[src/rtl/hazard_unit_if.sv]
// Hazard unit bundle: Decode/Execute status in, forward selects, stall/flush controls and counters out.
interface hazard_unit_if #(
  parameter int REG_W = 4,
  parameter int CNT_W = 16
);
  logic [REG_W-1:0] ra1_d, ra2_d, wa_d;
  logic             reg_write_d, mem_to_reg_d, branch_taken_e;
  logic [1:0]       forwardAE, forwardBE;
  logic             stall_f, stall_d, flush_d, flush_e;
  logic [CNT_W-1:0] stall_count, flush_count;

  modport master (
    output ra1_d, ra2_d, wa_d, reg_write_d, mem_to_reg_d, branch_taken_e,
    input  forwardAE, forwardBE, stall_f, stall_d, flush_d, flush_e,
           stall_count, flush_count
  );

  modport slave (
    input  ra1_d, ra2_d, wa_d, reg_write_d, mem_to_reg_d, branch_taken_e,
    output forwardAE, forwardBE, stall_f, stall_d, flush_d, flush_e,
           stall_count, flush_count
  );
endinterface

[src/rtl/hazard_unit.sv]
// Pipeline hazard unit: shadow E/M/W tracking, operand forwarding, load-use stall,
// branch flush and saturating stall/flush event counters.
module hazard_fwd_sel #(
  parameter int REG_W = 4
) (
  input  logic [REG_W-1:0] ra,
  input  logic [REG_W-1:0] m_wa,
  input  logic             m_hit,
  input  logic [REG_W-1:0] w_wa,
  input  logic             w_hit,
  output logic [1:0]       sel
);
  // Memory stage holds the younger result, so it beats writeback.
  always_comb begin
    sel = 2'b00;
    if (m_hit && m_wa == ra)      sel = 2'b10;
    else if (w_hit && w_wa == ra) sel = 2'b01;
  end
endmodule

module hazard_unit #(
  parameter int REG_W = 4,
  parameter int CNT_W = 16
) (
  input  logic         clk,
  input  logic         rst,
  hazard_unit_if.slave hif
);
  localparam int STAGES = 2;  // vld_pipe[0]=E, [1]=M, [2]=W

  typedef struct packed {
    logic [REG_W-1:0] ra1;
    logic [REG_W-1:0] ra2;
    logic [REG_W-1:0] wa;
    logic             reg_write;
    logic             mem_to_reg;
  } e_ent_t;

  typedef struct packed {
    logic [REG_W-1:0] wa;
    logic             reg_write;
  } wb_ent_t;

  e_ent_t              e_q;
  wb_ent_t             m_q, w_q;
  logic [STAGES:0]     vld_pipe;
  logic [CNT_W-1:0]    stall_cnt, flush_cnt;
  logic                lu, br;
  logic [1:0][REG_W-1:0] e_ra;
  logic [1:0][1:0]     fwd;

  always_ff @(posedge clk or negedge rst) begin
    if (!rst) begin
      vld_pipe <= '0;
      e_q      <= '0;
      m_q      <= '0;
      w_q      <= '0;
    end else begin
      vld_pipe <= {vld_pipe[STAGES-1:0], ~hif.flush_e};
      e_q      <= '{ra1: hif.ra1_d, ra2: hif.ra2_d, wa: hif.wa_d,
                    reg_write: hif.reg_write_d, mem_to_reg: hif.mem_to_reg_d};
      m_q      <= '{wa: e_q.wa, reg_write: e_q.reg_write};
      w_q      <= m_q;
    end
  end

  // Hazard controls are purely combinational; gating with rst keeps them quiet
  // during reset even while branch_taken_e is driven.
  assign lu = vld_pipe[0] && e_q.mem_to_reg &&
              (e_q.wa == hif.ra1_d || e_q.wa == hif.ra2_d);
  assign br = rst && hif.branch_taken_e;

  assign hif.stall_f = rst && lu && !br;
  assign hif.stall_d = rst && lu && !br;
  assign hif.flush_d = br;
  assign hif.flush_e = br || (rst && lu);

  assign e_ra = {e_q.ra2, e_q.ra1};

  for (genvar i = 0; i < 2; i++) begin : g_fwd
    hazard_fwd_sel #(.REG_W(REG_W)) u_sel (
      .ra    (e_ra[i]),
      .m_wa  (m_q.wa),
      .m_hit (vld_pipe[1] && m_q.reg_write),
      .w_wa  (w_q.wa),
      .w_hit (vld_pipe[2] && w_q.reg_write),
      .sel   (fwd[i])
    );
  end

  assign hif.forwardAE = fwd[0];
  assign hif.forwardBE = fwd[1];

  always_ff @(posedge clk or negedge rst) begin
    if (!rst) begin
      stall_cnt <= '0;
      flush_cnt <= '0;
    end else begin
      if (hif.stall_d && stall_cnt != '1)        stall_cnt <= stall_cnt + CNT_W'(1);
      if (hif.branch_taken_e && flush_cnt != '1) flush_cnt <= flush_cnt + CNT_W'(1);
    end
  end

  assign hif.stall_count = stall_cnt;
  assign hif.flush_count = flush_cnt;
endmodule

[src/flat_wrapper.sv]
// flat-port wrapper written by rule: the top's interface ports become plain ports
module hazard_unit_flat 
#(
  parameter int REG_W = 4,
  parameter int CNT_W = 16
)
  (clk, rst, hif_ra1_d, hif_ra2_d, hif_wa_d, hif_reg_write_d, hif_mem_to_reg_d, hif_branch_taken_e, hif_forwardAE, hif_forwardBE, hif_stall_f, hif_stall_d, hif_flush_d, hif_flush_e, hif_stall_count, hif_flush_count);
  hazard_unit_if #(.REG_W(REG_W), .CNT_W(CNT_W)) hif_i ();
  input  logic clk;
  input  logic rst;
  input wire logic [$bits(hif_i.ra1_d)-1:0] hif_ra1_d;
  input wire logic [$bits(hif_i.ra2_d)-1:0] hif_ra2_d;
  input wire logic [$bits(hif_i.wa_d)-1:0] hif_wa_d;
  input wire logic [$bits(hif_i.reg_write_d)-1:0] hif_reg_write_d;
  input wire logic [$bits(hif_i.mem_to_reg_d)-1:0] hif_mem_to_reg_d;
  input wire logic [$bits(hif_i.branch_taken_e)-1:0] hif_branch_taken_e;
  output wire logic [$bits(hif_i.forwardAE)-1:0] hif_forwardAE;
  output wire logic [$bits(hif_i.forwardBE)-1:0] hif_forwardBE;
  output wire logic [$bits(hif_i.stall_f)-1:0] hif_stall_f;
  output wire logic [$bits(hif_i.stall_d)-1:0] hif_stall_d;
  output wire logic [$bits(hif_i.flush_d)-1:0] hif_flush_d;
  output wire logic [$bits(hif_i.flush_e)-1:0] hif_flush_e;
  output wire logic [$bits(hif_i.stall_count)-1:0] hif_stall_count;
  output wire logic [$bits(hif_i.flush_count)-1:0] hif_flush_count;
  assign hif_i.ra1_d = hif_ra1_d;
  assign hif_i.ra2_d = hif_ra2_d;
  assign hif_i.wa_d = hif_wa_d;
  assign hif_i.reg_write_d = hif_reg_write_d;
  assign hif_i.mem_to_reg_d = hif_mem_to_reg_d;
  assign hif_i.branch_taken_e = hif_branch_taken_e;
  assign hif_forwardAE = hif_i.forwardAE;
  assign hif_forwardBE = hif_i.forwardBE;
  assign hif_stall_f = hif_i.stall_f;
  assign hif_stall_d = hif_i.stall_d;
  assign hif_flush_d = hif_i.flush_d;
  assign hif_flush_e = hif_i.flush_e;
  assign hif_stall_count = hif_i.stall_count;
  assign hif_flush_count = hif_i.flush_count;
  hazard_unit #(.REG_W(REG_W), .CNT_W(CNT_W)) u_core (.clk(clk), .rst(rst), .hif(hif_i));
endmodule
[config.mk]
export PLATFORM = sky130hd
export DESIGN_NAME = hazard_unit_flat
export DESIGN_NICKNAME = d
export VERILOG_FILES = /design/src/rtl/hazard_unit_if.sv /design/src/rtl/hazard_unit.sv /design/src/flat_wrapper.sv
export SDC_FILE = /design/constraint.sdc
export NUM_CORES = 1
export LEC_CHECK = 0
export BUFFER_PORTS_ARGS = -buffer_cell sky130_fd_sc_hd__buf_2
export CORE_UTILIZATION = 57
export CTS_CLUSTER_SIZE = 40
export DETAILED_ROUTE_END_ITERATION = 6
export GPL_TIMING_DRIVEN = 0
export PLACE_DENSITY = 0.83
export SLEW_MARGIN = 30
export SYNTH_ARGS = -nofsm -noshare
export SYNTH_HDL_FRONTEND = slang
export SYNTH_SLANG_ARGS = --single-unit
[constraint.sdc]
create_clock -name clk -period 4.9 [get_ports clk]
set_input_delay 0.98 -clock clk [delete_from_list [all_inputs] [get_ports clk]]
set_output_delay 0.98 -clock clk [all_outputs]
set_load 0.01 [all_outputs]
==> results.py, run 1 <==
metrics = {
    "clock_network": {
        "cts-buffers-inserted": 9,
        "post_cts_resize_count": 0,
        "postCtsSetupBuffers": 0,
        "htree_num_levels": 3,
        "insertion_delay_ns": 0.32,
        "cts-root-to-sink-buffers": 2,
        "tritoncts": "done",
        "clkSinkCount": 59,
        "clock_slew_seen_by_the_registers_of_the_worst_setup_and_hold_paths_ns": 0.06,
        "cts_hold_repair.buffers": 0,
        "ctsRootBufferMaster": "sky130_fd_sc_hd__clkbuf_8",
    },
    "critical_path": {
        "maximum_fanout_encountered_on_the_critical_timing_path": 62,
        "worst-endpoint-arrival_ns": 2.72,
        "r2r_slack_ns": 2.91,
        "cp_max_stage_delay_ns": 0.56,
        "cp.buffers_inverters": 4,
        "crit_family": "buffers and inverters",
        "critPathCaptureType": "primary output",
        "cp_startpoint_kind": "input pin",
        "critPathRequiredTime_ns": 3.92,
        "worstPathCellList": "buf_4, nand4_1, a21oi_2, buf_2, buf_4, buf_2",
        "timing.critical_path.slowest_stage_cell": "sky130_fd_sc_hd__buf_4",
        "critical_path_class": "in -> out",
    },
    "synthesis": {
        "edff_count_synth": 0,
        "post_synth_and_or_nand_nor_area_fraction_pct": 16.40,
        "synth_area_um2": 2547,
        "synth-async-reset-ratio_pct": 100.0,
        "synth_top_family_by_area": "simple AND/OR/NAND/NOR gates",
        "synth_nets": 228,
        "netlist_top_cells_count": "59 x sky130_fd_sc_hd__dfrtp_1, 36 x sky130_fd_sc_hd__xnor2_1, 16 x sky130_fd_sc_hd__nand3_1, 13 x sky130_fd_sc_hd__nand2_1, 13 x sky130_fd_sc_hd__nand4_1",
        "netlist.area_leader.share_pct": 57.96,
        "synthMostInstantiatedCell": "sky130_fd_sc_hd__dfrtp_1",
        "synth.largest_area_cell": "sky130_fd_sc_hd__dfrtp_1",
        "ys_ff_latch": 59,
        "ys.flop_type": "sky130_fd_sc_hd__dfrtp_1",
        "synth_compound_gate_area_share_pct": 5.354,
        "synthTopCellsByArea": "sky130_fd_sc_hd__dfrtp_1 58%, sky130_fd_sc_hd__xnor2_1 12%, sky130_fd_sc_hd__xor2_1 3.8%",
        "synth-adder-area-share_pct": 0.9823,
        "syn_avg_cell_area_um2": 12.19,
        "synth.area.mux_share_pct": 1.768,
        "synth_cells": 209,
        "synth_warn": 0,
        "synth_xor_area_share_pct": 16.16,
        "synth-seq-area-share_pct": 57.96,
        "yosys.cell_types.count": 32,
    },
    "placed_design": {
        "detailed_place_hpwl_um": 3311,
        "gp_congestion": 0.7885,
        "post-place-ws_ns": 1.159,
        "port_buffers": 56,
    },
    "grt": {
        "largest_net_degree_at_the_start_of_global_routing": 63,
        "globalRouteTotalUtil_pct": 23.50,
        "first_global_vias": 1757,
        "grt_overflow": 0,
        "first_pass_grt_wire_length_um": 7817,
        "number_of_antenna_violations_at_the_first_check_in_global_routing": 0,
    },
    "route": {
        "vias_per_cell": 5.488,
        "avgRoutedWirePerCell_um": 14.43,
        "post-route-drc-count": 0,
        "drt-pass1-iter-count": 5,
        "detail_route.iter0.violations": 76,
        "antenna_violating_nets_post_route": 0,
        "num_vias": 1800,
        "total_wire_length_um": 4732,
    },
    "power_and_ir_drop": {
        "p_sw_share_pct": 27.54,
        "comb_power_share_pct": 14.9,
        "power_report.internal_total_mw": 0.8002,
        "sequentialPowerShare_pct": 53.1,
        "cellPowerDensity_nw_per_um2": 363.1,
        "power_leakage_nw": 1.492,
        "power.clock.fraction_pct": 32.0,
        "netSwitchingPower_mw": 0.3042,
        "peakVddDrop_mv": 0.3386,
    },
    "floorplan": {
        "rows": 23,
        "die_y_um": 68.85,
        "die_w_um": 68.85,
        "num_io_pins": 57,
        "die_area_um2": 4740,
        "start_util_pct": 61.47,
        "core_area_um2": 4144,
    },
    "timing": {
        "setup_viol": 0,
        "drv_slew": 0,
        "relSlewSlack_pct": 51.13,
        "worst_slack_ns": 1.199,
        "fin_setup_tns_ns": 0,
        "worst_clock_skew_ns": 0.008255,
        "timing.final.crit_period_ns": 3.701,
        "final-hold-violation-count": 0,
        "setup_repair_after_global_routing_missed_its_margin": "false",
        "highest_attainable_clock_frequency_ghz": 0.2702,
        "final_min_period_over_clock_period_pct": 75.53,
        "worst-slew-pin-transition_ns": 0.7331,
    },
    "job": {
        "max_cap_violations": 0,
    },
    "final_layout": {
        "area.growth.synth_to_final_pct": 19.40,
        "fin_nets": 295,
        "layout-drive-gt1-share_pct": 26.26,
        "antennaDiodeCount": 0,
    },
    "outcome": {
        "status": "finished clean",
    },
    "min_path": {
        "hp-class": "reg -> reg",
    },
}
[logic make-up (layout without fill, tap and decap cells)]
family,count (synthesis),count (layout)
buf+inv,8,77
simple gates,73,73
flops,59,59
mux,4,4
xor+xnor,47,47
fa+ha+maj,2,2
compound gates,16,16
[placed cells by master (no fill, tap or decap)]
master / synthesis / routed
sky130_fd_sc_hd__or4_4: 1 / 1
sky130_fd_sc_hd__nand4_4: 1 / 1
sky130_fd_sc_hd__and4_1: 3 / 3
sky130_fd_sc_hd__a31oi_1: 3 / 3
sky130_fd_sc_hd__buf_2: 1 / 56
sky130_fd_sc_hd__nand3_1: 16 / 16
sky130_fd_sc_hd__buf_4: 1 / 2
sky130_fd_sc_hd__nand4_1: 13 / 13
sky130_fd_sc_hd__xor2_1: 11 / 11
sky130_fd_sc_hd__ha_1: 2 / 2
sky130_fd_sc_hd__dfrtp_1: 59 / 59
sky130_fd_sc_hd__nor4_1: 5 / 5
sky130_fd_sc_hd__clkbuf_1: 1 / 4
sky130_fd_sc_hd__o211a_1: 1 / 1
sky130_fd_sc_hd__nor3_1: 5 / 5
sky130_fd_sc_hd__and3_1: 6 / 6
sky130_fd_sc_hd__nor2b_1: 1 / 1
sky130_fd_sc_hd__a41oi_1: 2 / 2
sky130_fd_sc_hd__mux2_1: 4 / 4
sky130_fd_sc_hd__nand2_1: 13 / 13
sky130_fd_sc_hd__o41ai_4: 1 / 1
sky130_fd_sc_hd__and2_1: 3 / 3
sky130_fd_sc_hd__nor2_1: 5 / 5
sky130_fd_sc_hd__clkbuf_8: 0 / 10
sky130_fd_sc_hd__a21oi_1: 3 / 3
sky130_fd_sc_hd__and3_4: 1 / 1
sky130_fd_sc_hd__o221ai_1: 1 / 1
sky130_fd_sc_hd__o21ai_0: 2 / 2
sky130_fd_sc_hd__inv_1: 5 / 5
sky130_fd_sc_hd__a21oi_2: 1 / 1
sky130_fd_sc_hd__a2111oi_1: 1 / 1
sky130_fd_sc_hd__xnor2_1: 36 / 36
sky130_fd_sc_hd__a221o_1: 1 / 1
[path summary, 6_finish.rpt]
path / end / startpoint / cells past startpoint
worst max-delay path: hif_stall_f / rst / 6
worst min-delay path: u_core.m_q[0]$_DFF_PN0_ / u_core.e_q[1]$_DFF_PN0_ / 0
worst max register to register: u_core.hif.stall_count[13]$_DFFE_PN0P_ / u_core.hif.stall_count[0]$_DFFE_PN0P_ / 5
worst min register to register: u_core.m_q[0]$_DFF_PN0_ / u_core.e_q[1]$_DFF_PN0_ / 0
max in group asynchronous: u_core.m_q[3]$_DFF_PN0_ / rst / 1
min in group asynchronous: u_core.hif.flush_count[1]$_DFFE_PN0P_ / rst / 1
[worst reg2reg max path, delay by kind of cell, from the launching register on]
kind / cells / cell delay [ns]
DFF: 1 / 0.41
and+or+nand+nor: 2 / 0.45
AOI/OAI and AO/OA: 1 / 0.63
xor gates and xnor gates: 1 / 0.15
adders and majority gates: 1 / 0.24
[per-layer routing]
| layer | wire [um] | up-vias | GRT usage, % |
|---|---|---|---|
| li1 | - | 880 | - |
| met1 | 2155 | 873 | 29.55 |
| met2 | 2292 | 42 | 36.41 |
| met3 | 223 | 5 | 8.388 |
| met4 | 60 | 0 | 10.46 |
| met5 | 0 | - | 0 |
[through the flow]
step / cells / utilization, % / hold slack (ns) / total power, mW / instance area (um2)
floorplan: 209 / - / 0.3312 / 0.6854 / 2547
global placement: 315 / 69.75 / 0.3340 / 0.7529 / 2890
detailed placement: 315 / 69.81 / 0.3635 / 0.7597 / 2893
CTS: 328 / 73.40 / 0.3657 / 1.111 / 3042
global route: 328 / 73.40 / 0.3679 / 1.166 / 3042
finish: 328 / 73.40 / 0.3569 / 1.104 / 3042
[area by class of cell]
type,instances,area [um2]
flip-flops and latches,59,1476
well taps,50,62.56
clock buffers,13,148.9
plain buffers,3,16.27
fillers,298,1102
inverters,5,18.77
repair buffers,56,282.8
multi-input cells,142,1036
[power groups by stage]
| stage | sequential (mW) | clock (mW) | combinational (mW) |
|---|---|---|---|
| 6_report | 0.586 | 0.354 | 0.164 |
| 5_1_grt | 0.596 | 0.384 | 0.187 |
| 4_1_cts | 0.586 | 0.359 | 0.167 |
| 3_5_place_dp | 0.593 | 0 | 0.167 |
| 3_3_place_gp | 0.591 | 0 | 0.162 |
| 2_1_floorplan | 0.603 | 0 | 0.0825 |
[flip-flops by register name, indices dropped and copies added (netlist names)]
register	count
u_core.hif.flush_count	16
u_core.vld_pipe	3
u_core.m_q	5
u_core.hif.stall_count	16
u_core.e_q	14
u_core.w_q	5
Note: power is estimated with default switching activity, not from simulation.
==> run 2, diff against run 1 <==
--- a/config.mk
+++ b/config.mk
@@ -5,12 +5,13 @@
 export SDC_FILE = /design/constraint.sdc
 export NUM_CORES = 1
 export LEC_CHECK = 0
+export ABC_AREA = 1
 export BUFFER_PORTS_ARGS = -buffer_cell sky130_fd_sc_hd__buf_2
-export CORE_UTILIZATION = 57
+export CORE_UTILIZATION = 55
 export CTS_CLUSTER_SIZE = 40
 export DETAILED_ROUTE_END_ITERATION = 6
 export GPL_TIMING_DRIVEN = 0
-export PLACE_DENSITY = 0.83
+export PLACE_DENSITY = 0.79
 export SLEW_MARGIN = 30
 export SYNTH_ARGS = -nofsm -noshare
 export SYNTH_HDL_FRONTEND = slang
==> constraint.sdc (replaced) <==
create_clock -name clk -period 3.6 [get_ports clk]
set_input_delay 0.72 -clock clk [delete_from_list [all_inputs] [get_ports clk]]
set_output_delay 0.72 -clock clk [all_outputs]
set_load 0.01 [all_outputs]
==> results.py, run 2 <==
metrics = {
    "final_layout": {
        "area.growth.synth_to_final_pct": 18.41,
        "layout-drive-gt1-share_pct": 19.72,
        "mostFrequentLayoutCells": "139 x sky130_fd_sc_hd__nand2_1, 59 x sky130_fd_sc_hd__dfrtp_1, 56 x sky130_fd_sc_hd__buf_2",
        "final_area_um2": 3493,
        "final_standard_cell_utilization_of_the_core_pct": 67.96,
        "antennaDiodeCount": 0,
        "fin_nets": 445,
        "final_common_cell": "sky130_fd_sc_hd__nand2_1",
    },
    "clock_network": {
        "tritoncts": "done",
        "clkSinkCount": 59,
        "clock_slew_seen_by_the_registers_of_the_worst_setup_and_hold_paths_ns": 0.06,
        "insertion_delay_ns": 0.33,
        "cts_hold_repair.buffers": 0,
        "postCtsSetupBuffers": 0,
        "cts-root-to-sink-buffers": 2,
        "cts-buffers-inserted": 9,
        "ctsRootBufferMaster": "sky130_fd_sc_hd__clkbuf_8",
        "post_cts_resize_count": 0,
        "htree_num_levels": 3,
    },
    "timing": {
        "hold_ws_ns": 0.3700,
        "setup_repair_after_global_routing_missed_its_margin": "false",
        "drv_slew": 0,
        "final_min_period_over_clock_period_pct": 77.81,
        "fin_setup_tns_ns": 0,
        "relSlewSlack_pct": 50.40,
        "highest_attainable_clock_frequency_ghz": 0.3570,
        "worst_clock_skew_ns": 0.005490,
        "final-hold-violation-count": 0,
        "timing.final.crit_period_ns": 2.801,
        "setup_viol": 0,
        "worst-slew-pin-transition_ns": 0.7440,
    },
    "critical_path": {
        "worst-endpoint-arrival_ns": 2.08,
        "critical_path_class": "in -> out",
        "critPathCaptureType": "primary output",
        "maximum_fanout_encountered_on_the_critical_timing_path": 61,
        "critPathRequiredTime_ns": 2.88,
        "cp_startpoint_kind": "input pin",
    },
    "floorplan": {
        "num_io_pins": 57,
        "core_area_um2": 5140,
        "rows": 26,
        "die_area_um2": 5661,
        "die_y_um": 75.24,
        "start_util_pct": 57.40,
        "die_w_um": 75.24,
    },
    "power_and_ir_drop": {
        "power_report.internal_total_mw": 1.149,
        "netSwitchingPower_mw": 0.4991,
        "power.clock.fraction_pct": 31.9,
        "power_leakage_nw": 1.830,
        "comb_power_share_pct": 18.5,
        "p_sw_share_pct": 30.28,
        "cellPowerDensity_nw_per_um2": 471.8,
        "peakVddDrop_mv": 0.3631,
        "post-layout-total-power_mw": 1.648,
        "sequentialPowerShare_pct": 49.7,
    },
    "outcome": {
        "status": "finished clean",
    },
    "synthesis": {
        "netlist.area_leader.share_pct": 50.04,
        "netlist_top_cells_count": "139 x sky130_fd_sc_hd__nand2_1, 59 x sky130_fd_sc_hd__dfrtp_1, 33 x sky130_fd_sc_hd__nor2_1, 31 x sky130_fd_sc_hd__inv_1, 21 x sky130_fd_sc_hd__xnor2_1",
        "synth.largest_area_cell": "sky130_fd_sc_hd__dfrtp_1",
        "ys_ff_latch": 59,
        "yosys.cell_types.count": 28,
        "synth_area_um2": 2950,
        "syn_avg_cell_area_um2": 8.218,
        "synth_warn": 0,
        "synth-async-reset-ratio_pct": 100.0,
        "synthTopCellsByArea": "sky130_fd_sc_hd__dfrtp_1 50%, sky130_fd_sc_hd__nand2_1 18%, sky130_fd_sc_hd__xnor2_1 6.2%",
        "synth_cells": 359,
        "edff_count_synth": 0,
        "synthMostInstantiatedCell": "sky130_fd_sc_hd__nand2_1",
        "synth-seq-area-share_pct": 50.04,
        "synth_nets": 378,
        "ys.flop_type": "sky130_fd_sc_hd__dfrtp_1",
    },
    "grt": {
        "global_route.usage.met3_pct": 7.229,
        "number_of_antenna_violations_at_the_first_check_in_global_routing": 0,
        "grt-busiest-layer": "met2",
        "first_global_vias": 2226,
        "largest_net_degree_at_the_start_of_global_routing": 62,
        "use_met2_pct": 37.34,
        "grt_overflow": 0,
        "first_pass_grt_wire_length_um": 9839,
        "globalRouteTotalUtil_pct": 24.05,
        "grt.met1_usage_pct": 31.49,
    },
    "job": {
        "max_cap_violations": 0,
    },
    "min_path": {
        "hp-class": "reg -> reg",
    },
    "placed_design": {
        "detailed_place_hpwl_um": 4375,
        "place_area_um2": 3321,
        "port_buffers": 56,
        "gp_congestion": 0.9340,
    },
    "route": {
        "vias_per_cell": 4.944,
        "antenna_violating_nets_post_route": 0,
        "total_wire_length_um": 6105,
        "avgRoutedWirePerCell_um": 12.19,
        "detail_route.iter0.violations": 167,
        "post-route-drc-count": 0,
        "num_vias": 2477,
        "drt-pass1-iter-count": 4,
    },
}
[run 2: stage by stage]
stage	cells	setup slack [ns]
floorplan	359	1.470
global placement	485	0.3006
detailed placement	485	0.7602
CTS	501	0.7555
global route	501	0.5873
finish	501	0.7988
[run 2: power by group through the flow]
stage                     clock (mW)  combinational [mW]  sequential [mW]
after floorplan                    0               0.173            0.837
after global placement             0               0.296            0.823
after detailed placement           0               0.308            0.826
after CTS                      0.540               0.309            0.817
after global routing           0.576               0.344            0.829
final                          0.526               0.304            0.819
[run 2: critical path: stages]
cell and delay (ns):
sky130_fd_sc_hd__buf_4 0.57, sky130_fd_sc_hd__and3_1 0.32, sky130_fd_sc_hd__nand3_1 0.12, sky130_fd_sc_hd__inv_1 0.11, sky130_fd_sc_hd__buf_4 0.10, sky130_fd_sc_hd__buf_2 0.11
[run 2: cell families (layout without fill, tap and decap cells)]
family                   after synthesis  in the layout  synth area share [%]
adder cells (fa/ha/maj)                2              2                0.8480
buffers and inverters                 40            112                 5.767
AO/OA/AOI/OAI                         12             12                 2.799
XOR/XNOR                              40             40                 11.87
AND/OR/NAND/NOR                      206            206                 28.67
flip-flops                            59             59                 50.04
[run 2: area by class of cell]
cell class	instances	area, um2
Buffer	5	38.79
Fill cell	447	1647
Clock buffer	14	162.7
Tap cell	70	87.58
Timing Repair Buffer	56	282.8
Multi-Input combinational cell	260	1304
Clock inverter	2	10.01
Inverter	35	131.4
Sequential cell	59	1476
[run 2: final timing paths]
path                                                        from                                endpoint  slack, ns  cells after the start
max                                                          rst                             hif_stall_f       0.80                      6
min                                      u_core.e_q[1]$_DFF_PN0_                 u_core.m_q[0]$_DFF_PN0_       0.37                      0
max reg2reg                u_core.hif.stall_count[0]$_DFFE_PN0P_  u_core.hif.stall_count[13]$_DFFE_PN0P_       1.69                      8
min reg2reg                              u_core.e_q[1]$_DFF_PN0_                 u_core.m_q[0]$_DFF_PN0_       0.37                      0
max in group asynchronous                                    rst                 u_core.e_q[9]$_DFF_PN0_       2.66                      1
min in group asynchronous                                    rst   u_core.hif.stall_count[9]$_DFFE_PN0P_       0.45                      1
[run 2: per-layer routing]
metal	share of wire, %	wire length (um)	up-vias
met1	45	2755	1137
met4	1.9	114	0
met3	5.8	353	13
met2	47	2881	75
li1	-	-	1252
met5	0	0	-
